**config.mk**
```make
export PLATFORM = sky130hd
export DESIGN_NAME = regwrite_port_arbiter
export DESIGN_NICKNAME = d
export VERILOG_FILES = /design/src/rtl/regwrite_port_arbiter.sv
export SDC_FILE = /design/constraint.sdc
export NUM_CORES = 1
export LEC_CHECK = 0
export CORE_AREA = 2 2 47 49
export CTS_CLUSTER_DIAMETER = 200
export DETAILED_ROUTE_END_ITERATION = 10
export DIE_AREA = 0 0 49 51
export DONT_BUFFER_PORTS = 1
export PLACE_DENSITY_LB_ADDON = 0.25
export SLEW_MARGIN = 20
export SYNTH_ARGS = -nofsm -noshare
export SYNTH_HDL_FRONTEND = slang
export SYNTH_SLANG_ARGS = --single-unit
export TNS_END_PERCENT = 100
```
**constraint.sdc**
```tcl
create_clock -name clk -period 1.91 [get_ports clk]
set_input_delay 0 -clock clk [delete_from_list [all_inputs] [get_ports clk]]
set_output_delay 0 -clock clk [all_outputs]
set_load 0.01 [all_outputs]
```
**src/rtl/regwrite_port_arbiter.sv**
```systemverilog
`default_nettype none
// ============================================================================
//  Module   : regwrite_port_arbiter
//  Purpose  : Shares the register-file write port among five write-back
//             sources. Source 4 has fixed priority; sources 0..3 are served
//             round-robin, one transaction at a time.
//  Option   : REGWRITE_ZERO_FILTER_EN - suppresses reg_write while wr_addr==0
//  Revision : 1.0 - initial release
// ============================================================================
module regwrite_port_arbiter #(
    parameter int WRITE_CYCLES = 1,
    parameter int CNT_W        = 3
) (
    input  logic       clk,
    input  logic       reset,
    input  logic [4:0] req,
    input  logic [4:0] wr_addr,
    output logic [2:0] sel,
    output logic       reg_write,
    output logic [4:0] grant,
    output logic       busy
);

    localparam logic [1:0]       S_IDLE     = 2'd0;
    localparam logic [1:0]       S_WRITE    = 2'd1;
    localparam logic [1:0]       S_RELEASE  = 2'd2;
    localparam logic [CNT_W-1:0] C_CNT_LOAD = CNT_W'(WRITE_CYCLES - 1);

    logic [1:0]       state_q, state_d;
    logic [2:0]       sel_q, sel_d;
    logic [4:0]       grant_q, grant_d;
    logic             rw_q, rw_d;
    logic [1:0]       rr_q, rr_d;
    logic [CNT_W-1:0] cnt_q, cnt_d;
    logic [2:0]       prev_q, prev_d;
    logic [4:0]       w_arb_req;
    logic [2:0]       w_win;

    function automatic logic [4:0] f_onehot(input logic [2:0] idx);
        return 5'b00001 << idx;
    endfunction

    // Source 4 first, then the first set bit at or above ptr, wrapping 3->0.
    function automatic logic [2:0] f_arbitrate(input logic [4:0] r, input logic [1:0] ptr);
        logic [2:0] win;
        logic       found;
        logic [1:0] idx;
        win   = 3'd0;
        found = 1'b0;
        if (r[4]) begin
            win = 3'd4;
        end else begin
            for (int i = 0; i < 4; i++) begin
                idx = ptr + 2'(i);
                if (!found && r[idx]) begin
                    win   = {1'b0, idx};
                    found = 1'b1;
                end
            end
        end
        return win;
    endfunction

    always_ff @(posedge clk) begin
        if (!reset) begin
            state_q <= S_IDLE;
            sel_q   <= 3'd0;
            grant_q <= 5'd0;
            rw_q    <= 1'b0;
            rr_q    <= 2'd0;
            cnt_q   <= '0;
            prev_q  <= 3'd0;
        end else begin
            state_q <= state_d;
            sel_q   <= sel_d;
            grant_q <= grant_d;
            rw_q    <= rw_d;
            rr_q    <= rr_d;
            cnt_q   <= cnt_d;
            prev_q  <= prev_d;
        end
    end

    always_comb begin
        state_d   = state_q;
        sel_d     = sel_q;
        grant_d   = grant_q;
        rw_d      = rw_q;
        rr_d      = rr_q;
        cnt_d     = cnt_q;
        prev_d    = prev_q;
        w_arb_req = 5'd0;
        case (state_q)
            S_IDLE: begin
                w_arb_req = req;
            end
            S_WRITE: begin
                if (cnt_q != '0) begin
                    cnt_d = cnt_q - CNT_W'(1);
                end else begin
                    state_d = S_RELEASE;
                    grant_d = 5'd0;
                    rw_d    = 1'b0;
                    prev_d  = sel_q;
                    if (sel_q != 3'd4) begin
                        rr_d = sel_q[1:0] + 2'd1;
                    end
                end
            end
            S_RELEASE: begin
                // The source just served is masked so a slow requester is not re-granted.
                w_arb_req = req & ~f_onehot(prev_q);
                state_d   = S_IDLE;
            end
            default: begin
                state_d = S_IDLE;
            end
        endcase
        w_win = f_arbitrate(w_arb_req, rr_q);
        if (w_arb_req != 5'd0) begin
            state_d = S_WRITE;
            sel_d   = w_win;
            grant_d = f_onehot(w_win);
            rw_d    = 1'b1;
            cnt_d   = C_CNT_LOAD;
        end
    end

    always_comb begin
        busy = (state_q != S_IDLE);
`ifdef REGWRITE_ZERO_FILTER_EN
        reg_write = rw_q & (wr_addr != 5'd0);
`else
        reg_write = rw_q;
`endif
    end

`ifndef REGWRITE_ZERO_FILTER_EN
    logic w_unused_addr;
    assign w_unused_addr = ^wr_addr;
`endif

    assign sel   = sel_q;
    assign grant = grant_q;

endmodule
`default_nettype wire

```
# Word-level counts from Yosys, hierarchy flattened
# Cells that the tools add are included.
# totals
reg_bits	19
latchBits	0
mem_bits_rw	0
rom_bits	0
in_bits	12
memories	0
# classes
add_sub_neg	5
mul	0
div_mod_pow	0
n_lt_le_gt_ge	4
eq_ne	7
shifts	2
muxes	29
bitwise_logic	5
reduce_logical	18
# op_table
op	n
< comparator 2 x 4 -> 1 bit, second input constant	4
two-way mux 5 bit	3
two-way mux 1 bit	14
two-way mux 3 bit	4
one-hot mux 5 bit (2 select lines)	1
AND reduction 2 bit	5
left shift 1 x 3 -> 5 bit, first input constant	2
binary-select mux 1 bit (select 2 bit)	4
inequality test 3 bit, second input constant	2
bitwise AND 5 bit	1
inverter 5 bit	1
nonzero test 5 bit	1
adder 2 x 1 -> 2 bit, second input constant	2
adder 2 bit, second input constant	2
two-way mux 2 bit	2
inequality test 2 bit, second input constant	2
one-hot mux 2 bit (2 select lines)	1
nonzero test 2 bit	2
logical AND 1 bit	3
zero test 1 bit	3
inverter 1 bit	3
AND reduction 3 bit	1
nonzero test 3 bit	1
subtractor 3 x 1 -> 3 bit, second input constant	1
5 further kinds	5

# Depth between registers and ports, before layout
# Gate-level depths: netlist of run 1.
# logic_depth
depth_word	22
ltp_mapped	8
ltp_nobuf	7

# Worst setup path after synthesis of run 1
# OpenSTA, ideal clock, no wires.
# synth_timing
kind	register to register
start	register prev_q[2]
end	register grant_q[0], in the netlist grant[0]
setup_ps	117
t_arrival_ps	1758
setup_slack_ps	35
path_stages_with_launch	7
path_buffers	0
synth_period_minus_slack_ps	1875
cell_sequence	dfxtp_1 or4b_1 and3b_1 a21o_1 a221oi_4 nor4b_1 a32o_1
# synth_between
elab_chain_len	22
# synth_lines
element	line	source
start: declaration	35	logic [2:0] prev_q, prev_d;
start signal: assignment	80	prev_q <= prev_d;
left shift 1 x 3 -> 5 bit *	40	return 5'b00001 << idx;
inverter 5 bit *	112	w_arb_req = req & ~f_onehot(prev_q);
bitwise AND 5 bit *	112	
one-hot mux 5 bit (2 select lines) *	93	case (state_q)
binary-select mux 1 bit (select 2 bit)	55	if (!found && r[idx]) begin
two-way mux 1 bit (implied by the code)	55	
two-way mux 1 bit	55	
two-way mux 1 bit	50	if (r[4]) begin
[... 6 more ...]	-	
two-way mux 1 bit	55	
two-way mux 1 bit	50	
zero test 1 bit	55	
logical AND 1 bit	55	
two-way mux 3 bit	55	
two-way mux 3 bit	50	
left shift 1 x 3 -> 5 bit	40	
two-way mux 5 bit	120	if (w_arb_req != 5'd0) begin
end signal: assignment	76	grant_q <= grant_d;
end: declaration	31	logic [4:0] grant_q, grant_d;
# Every way passes the cells marked *; elsewhere a longest branch is shown, timed or not. The select of a mux whose other input is x is not followed.
# A chain may end at the register's enable or synchronous reset.

# Final worst setup path of run 1
# Ends and elaborated chain as after synthesis.

==> results.md, run 1 <==
* Outcome: finished with violations
* Violations in the final reports: setup timing
* Max-slew violation count at 0
* Routed Wire Length at 2080 um
* Met3 wire length at 116 um
* Vias/cell at 5.47
* Clock slew seen by the registers of the worst setup and hold paths at 0.11 ns
* Post-route setup slack at -0.00681 ns
* Max VDD drop at 0.485 mV
* Clk_lat worst skew at 0.30 ns
* WS Path Type: flop to flop
* Least-Margin Pin Slew at 0.497 ns
* Hpwl dp at 1570 um
* Switching power at 257 uW
* CTS buffer count at 3
* Post-Synth Adder-Cell Area at 3.66%
* Post-Synth XOR/XNOR Area at 0.854%
* Arrival time at the worst endpoint at 2.12 ns
* PwrDens at 693 nW/um2
* Sequential area share after synthesis at 37.1%
* Routed wire per std cell at 13.3 um
* Multiplexer share of the synthesized area at 1.95%
* CP Capture Type: flop
* Top cell type's share of synthesized area at 37.1%
* Die Ht at 51 um
* Design area at 1260 um2
* Post-synthesis cell area at 1030 um2
* Layout Utilization at 61.1%
* CP peak stage delay at 0.53 ns
* Synth Area in Compound Gates at 20.5%
* Distinct cell type count after synthesis at 41
* Syn_nets at 122
* Final min period at 1.92 ns
* Ys Warns at 0
* Pin count of the biggest net entering global routing at 18
* DRC at 0
* Post-Synthesis Cells at 107
* CP Cell Sequence: or4b_4 > and3b_1 > a21o_1 > a221oi_4 > nor4b_2 > a32o_1
* Vias in the first global route at 810
* Leak at 0.502 nW
* Setup violators final at 1
* RSZ-0062 raised after global routing: true
* Clock sink count at 19
* Async SR Flop Fraction at 0%
* Layout Nets at 144
* Syn-to-layout area delta at 22.8%
* Port-buffer cells at 0
* Min-Delay Path Class: input port to flop
* Post-synth top cells: dfxtp_1 (19), nor2b_1 (10), nand2_1 (9)
* Int Power at 616 uW
* Maximum clock rate at 0.522 GHz
* Hold Path Depth at 4
* Multi-input logic area at 637 um2
* Combinational family with the most area after synthesis: simple AND/OR/NAND/NOR gates
* Routed via count at 854
* Synthesized flop and latch total at 19
* Worst EP required at 2.11 ns
* Element type at the critical path start: flop
* Clock buffer depth at 2
* Area post-placement at 1140 um2
* Relative slew slack at 66.7%
* Total gr overflow at 0
* Starting density of the core at 49.7%
* First-pass DRT Iterations at 4
* Post-synth EDFFs at 0
* Reg2Reg Depth at 6
* Post-Synth Simple-Gate Area at 32.0%
* Total design power at 874 uW
* All-Layer GR Usage at 18.4%
* Htree depth at 1
* Mapped Avg Cell Area at 9.59 um2
* Total core area at 2060 um2
* Final period utilization at 100%
* Die Footprint at 2500 um2
* FF/Latch Area at 383 um2
* Switching Fraction at 29.4%
* Hold Vio Cnt, Final at 0
* Met2 routed WL at 942 um
* Fill count at 186
* Routability Congestion at 0.782
* Clock root buffer: clkbuf_4
* Ant. Diodes at 0
* Initial antenna violation count at 0
* Num ports at 22
* Row count at 17
* Clk_skew at 0.00801 ns
* # Max-Cap Violations at 0
* DP Worst Slack at -0.0530 ns
* Critical-path top delay cell: or4b_4
* Global-route wire length before repair at 3500 um
* Most common cell in the netlist: dfxtp_1
* Iteration-0 DRC Markers at 12
* Crit-path max FO at 5
* Met1 WL at 989 um
* CTS tree: yes
* Area leader, netlist: dfxtp_1
* Uppermost layer routed: met4
* Synth top area cells: dfxtp_1 (37%), nor2b_1 (6.1%), ha_1 (3.7%)
* Combinational fraction of design power at 24.8%
* Fraction of final layout cells with drive strength greater than 1 at 31.3%
* Post-route ant nets at 0
* Clock network fraction of design power at 23.1%
* Die Span X at 49 um
* Flop pwr share at 52.2%
* Primary FF master, synth: dfxtp_1
-- through the flow --
step                      hold WS, ns  cells  TNS [ns]
after floorplan                 0.153    107         0
after global placement          0.131    145         0
after detailed placement        0.135    145   -0.0647
after CTS                      0.0404    151    -0.156
after global routing           0.0519    156    -0.282
final                          0.0325    156  -0.00681
-- final cells by class --
cell class / count / share of cell area, %
Sequential cell: 19 / 30.4
Clock buffer: 4 / 2.09
Inverter: 6 / 1.79
Tap cell: 28 / 2.78
Timing Repair Buffer: 20 / 12.4
Multi-Input combinational cell: 79 / 50.5
-- registers in the layout, indices dropped and copies added, names as in the netlist --
name and count:
grant 5, cnt_q 3, prev_q 3, sel 3
rr_q 2, state_q 2, reg_write 1
-- final timing paths --
| kind | start | to | slack [ns] |
|---|---|---|---|
| worst max-delay path | prev_q[2]$_SDFFE_PN0P_ | grant[0]$_SDFFE_PN0P_ | -0.007 |
| worst min-delay path | req[2] | grant[3]$_SDFFE_PN0P_ | 0.03 |
| worst max register to register | prev_q[2]$_SDFFE_PN0P_ | grant[0]$_SDFFE_PN0P_ | -0.007 |
| worst min register to register | cnt_q[2]$_SDFFE_PP0P_ | cnt_q[2]$_SDFFE_PP0P_ | 0.48 |
-- routing by layer --
| metal | track usage (%) | vias to the layer above |
|---|---|---|
| li1 | - | 429 |
| met1 | 24.4 | 396 |
| met2 | 28.5 | 25 |
| met3 | 2.34 | 4 |
| met4 | 11.4 | 0 |
| met5 | 0 | - |
-- repair_timing --
item	4_1_cts	5_1_grt
endpoints found under the setup margin	5	13
hold endpoints to repair	19	0
resized for setup	6	4
cloned	0	0
hold buffers	1	0
pin swaps	4	6
setup buffers	1	5
-- cells in the final DEF (no fill, tap or decap), types with 4 or more instances in the layout --
cell type / count
buf_4: 18
dfxtp_1: 17
nor2b_1: 10
nand2_1: 8
inv_1: 6
nor2_1: 6
a21oi_1: 5
a21boi_1: 4
-- cell families (layout without fill, tap and decap cells) --
family | after synthesis | count (layout)
AO/OA/AOI/OAI | 25 | 25
AND/OR/NAND/NOR | 48 | 48
XOR/XNOR | 1 | 1
buffers and inverters | 9 | 30
multiplexers | 2 | 2
adder cells (fa/ha/maj) | 3 | 3
flip-flops | 19 | 19
-- worst max-delay path, delay by kind of cell, from the launching register on --
| family | cells | cell delay, ns |
|---|---|---|
| DFF | 1 | 0.34 |
| AOI/OAI and AO/OA | 3 | 0.69 |
| and+or+nand+nor | 3 | 0.80 |
-- power by group through the flow --
stage               Combinational, mW  Clock (mW)  Sequential [mW]
detailed placement              0.186           0            0.464
CTS                             0.201       0.209            0.455
finish                          0.216       0.202            0.456
floorplan                       0.139           0            0.458
global placement                0.182           0            0.463
global route                    0.240       0.218            0.459
Note: power is estimated with default switching activity, not from simulation.
==> inputs of run 2 (changes only) <==
==> constraint.sdc (replaced) <==
create_clock -name clk -period 1.91 [get_ports clk]
set_input_delay 0.2865 -clock clk [delete_from_list [all_inputs] [get_ports clk]]
set_output_delay 0.2865 -clock clk [all_outputs]
set_load 0.01 [all_outputs]
==> run 2 against run 1 <==
The flow still finishes with violations (setup timing). Combinational power barely moved. Global-route usage rose by 0.28 points. Non-clock buffer count did not move. Worst setup slack got worse by 0.072 ns. Clock power fell by 2%. First-iteration DRC count fell by 17%. Die area did not move. Via count fell by 2.5%. Critical path type unchanged. Highest routed layer unchanged.
==> results.md, run 2 (synthesized netlist as in run 1, its figures left out) <==
* Outcome: finished with violations
* Violations in the final reports: setup timing
* Element type at the critical path start: flop
* Least-Margin Pin Slew at 0.409 ns (-0.0878 ns)
* Max VDD drop at 0.518 mV (+6.8%)
* Combinational fraction of design power at 25.0% (+0.2 points)
* Final period utilization at 104% (+3.8 points)
* Iteration-0 DRC Markers at 10 (-2)
* Flop pwr share at 52.3% (about the same)
* Global-route wire length before repair at 3640 um (+3.9%)
* WS Path Type: flop to flop
* RSZ-0062 raised after global routing: true
* Hold Vio Cnt, Final at 0 (unchanged)
* Post-route setup slack at -0.0787 ns (-0.0719 ns)
* Total core area at 2060 um2 (unchanged)
* Most frequent cells in the layout: buf_4 (19), dfxtp_1 (16), nor2b_1 (10)
* Arrival time at the worst endpoint at 2.18 ns (+0.06 ns)
* Clock sink count at 19 (unchanged)
* Die Span X at 49 um (unchanged)
* Relative slew slack at 72.6% (+5.9 points)
* Vias in the first global route at 870 (+7.4%)
* CTS buffer count at 3 (unchanged)
* Htree depth at 1 (unchanged)
* PwrDens at 683 nW/um2 (-1.5%)
* Reg2reg start: prev_q[2]$_SDFFE_PN0P_
* Min-Delay Path Class: input port to flop
* Syn-to-layout area delta at 23.9%
* Pin count of the biggest net entering global routing at 19 (+1)
* Num ports at 22 (unchanged)
* Clk_skew at 0.00708 ns (-0.000923 ns)
* Hpwl dp at 1520 um (-2.8%)
* Post-CTS Hold Buffers at 0 (-1)
* Port-buffer cells at 0 (unchanged)
* Switching Fraction at 29.3% (-0.15 points)
* Routed Wire Length at 2060 um (-1.2%)
* Fin cells at 156 (unchanged)
* Layout Nets at 144 (unchanged)
* CTS tree: yes
* Post-route ant nets at 0 (unchanged)
* # Max-Cap Violations at 0 (unchanged)
* Placed cells at 146 (+0.69%)
* Ant. Diodes at 0 (unchanged)
* Vias/cell at 5.34 (-2.5%)
* CP Capture Type: flop
* Routability Congestion at 0.768 (-1.7%)
* Row count at 17 (unchanged)
* Maximum clock rate at 0.503 GHz (-3.6%)
* Worst EP required at 2.10 ns (about the same)
* Final min period at 1.99 ns (+0.0719 ns)
* Starting density of the core at 49.7% (unchanged)
* All-Layer GR Usage at 18.7% (+0.28 points)
* Setup violators final at 5 (+4)
* Initial antenna violation count at 0 (unchanged)
* Clock root buffer: clkbuf_4
* Fill count at 189 (+1.6%)
* First-pass DRT Iterations at 4 (unchanged)
* Routed wire per std cell at 13.2 um (-1.2%)
* DRC at 0 (unchanged)
* DP Worst Slack at -0.0673 ns (-0.0143 ns)
* CP startpoint: prev_q[2]$_SDFFE_PN0P_
* Clock buffer depth at 2 (unchanged)
* Min-delay src: reset
* Clock network fraction of design power at 22.7% (-0.4 points)
* Max-slew violation count at 0 (unchanged)
* Most common cell after layout, fill and taps aside: buf_4
* Total gr overflow at 0 (unchanged)
* Leak at 0.507 nW (+0.89%)
* Clock slew seen by the registers of the worst setup and hold paths at 0.11 ns (about the same)
* Clk_lat worst skew at 0.29 ns (about the same)
* Switching power at 254 uW (-1.1%)
* Die Footprint at 2500 um2 (unchanged)
* Int Power at 614 uW (-0.39%)
* Fraction of final layout cells with drive strength greater than 1 at 34.4% (+3.1 points)
* Routed via count at 833 (-2.5%)
* Max FFs per register at 5 (unchanged)
* Crit-path max FO at 5 (unchanged)
* Die Ht at 51 um (unchanged)
==> run 2: power groups by stage <==
stage | clock [mW] | sequential [mW] | combinational, mW
floorplan | 0 | 0.458 | 0.139
global placement | 0 | 0.462 | 0.183
detailed placement | 0 | 0.463 | 0.188
CTS | 0.199 | 0.454 | 0.196
global route | 0.219 | 0.459 | 0.239
finish | 0.197 | 0.454 | 0.217
==> run 2: layer usage <==
metal	routed length (um)	part of all wire [%]	global-route usage, %
met1	967	47	22.2
met4	11	0.53	4.29
met3	76	3.7	3.80
met5	0	0	0
met2	1000	49	34.5
==> run 2: cell type report <==
class | instances | area [um2] | share of cell area, %
inverters | 6 | 22.5 | 1.77
flip-flops and latches | 19 | 384 | 30.2
well taps | 28 | 35.0 | 2.76
clock buffers | 3 | 22.5 | 1.77
clock inverters | 1 | 5.00 | 0.394
multi-input cells | 79 | 648 | 51.0
repair buffers | 20 | 154 | 12.1
==> run 2: what timing repair did <==
item	in CTS	in global routing
resized for setup	3	10
pin swaps	1	7
buffers inserted	2	4
setup endpoints to repair	6	11
cloned	0	0
==> run 2: path summary, 6_finish.rpt <==
check,slack (ns),depth (start not counted),endpoint
worst max-delay path,-0.08,6,grant[0]$_SDFFE_PN0P_
worst min-delay path,0.11,1,state_q[0]$_SDFFE_PN0P_
worst max register to register,-0.08,6,grant[0]$_SDFFE_PN0P_
worst min register to register,0.48,2,cnt_q[2]$_SDFFE_PP0P_
==> run 2: worst max-delay path: stages, from the launching register on <==
cell and delay, ns:
dfxtp_2 0.34, or4b_4 0.53, and3b_1 0.20, a21o_1 0.18
a221oi_4 0.34, nor4b_2 0.09, a32o_1 0.20
==> run 2: metrics by stage <==
step	total power [mW]	hold WS [ns]	setup TNS (ns)	cell area (um2)	utilization (%)
global placement	0.644	0.418	-0.0458	1150	55.6
global route	0.917	0.0902	-0.815	1270	61.6
floorplan	0.597	0.440	0	1030	-
finish	0.868	0.108	-0.177	1270	61.6
CTS	0.848	0.108	-0.128	1190	57.9
detailed placement	0.651	0.423	-0.0816	1150	55.6
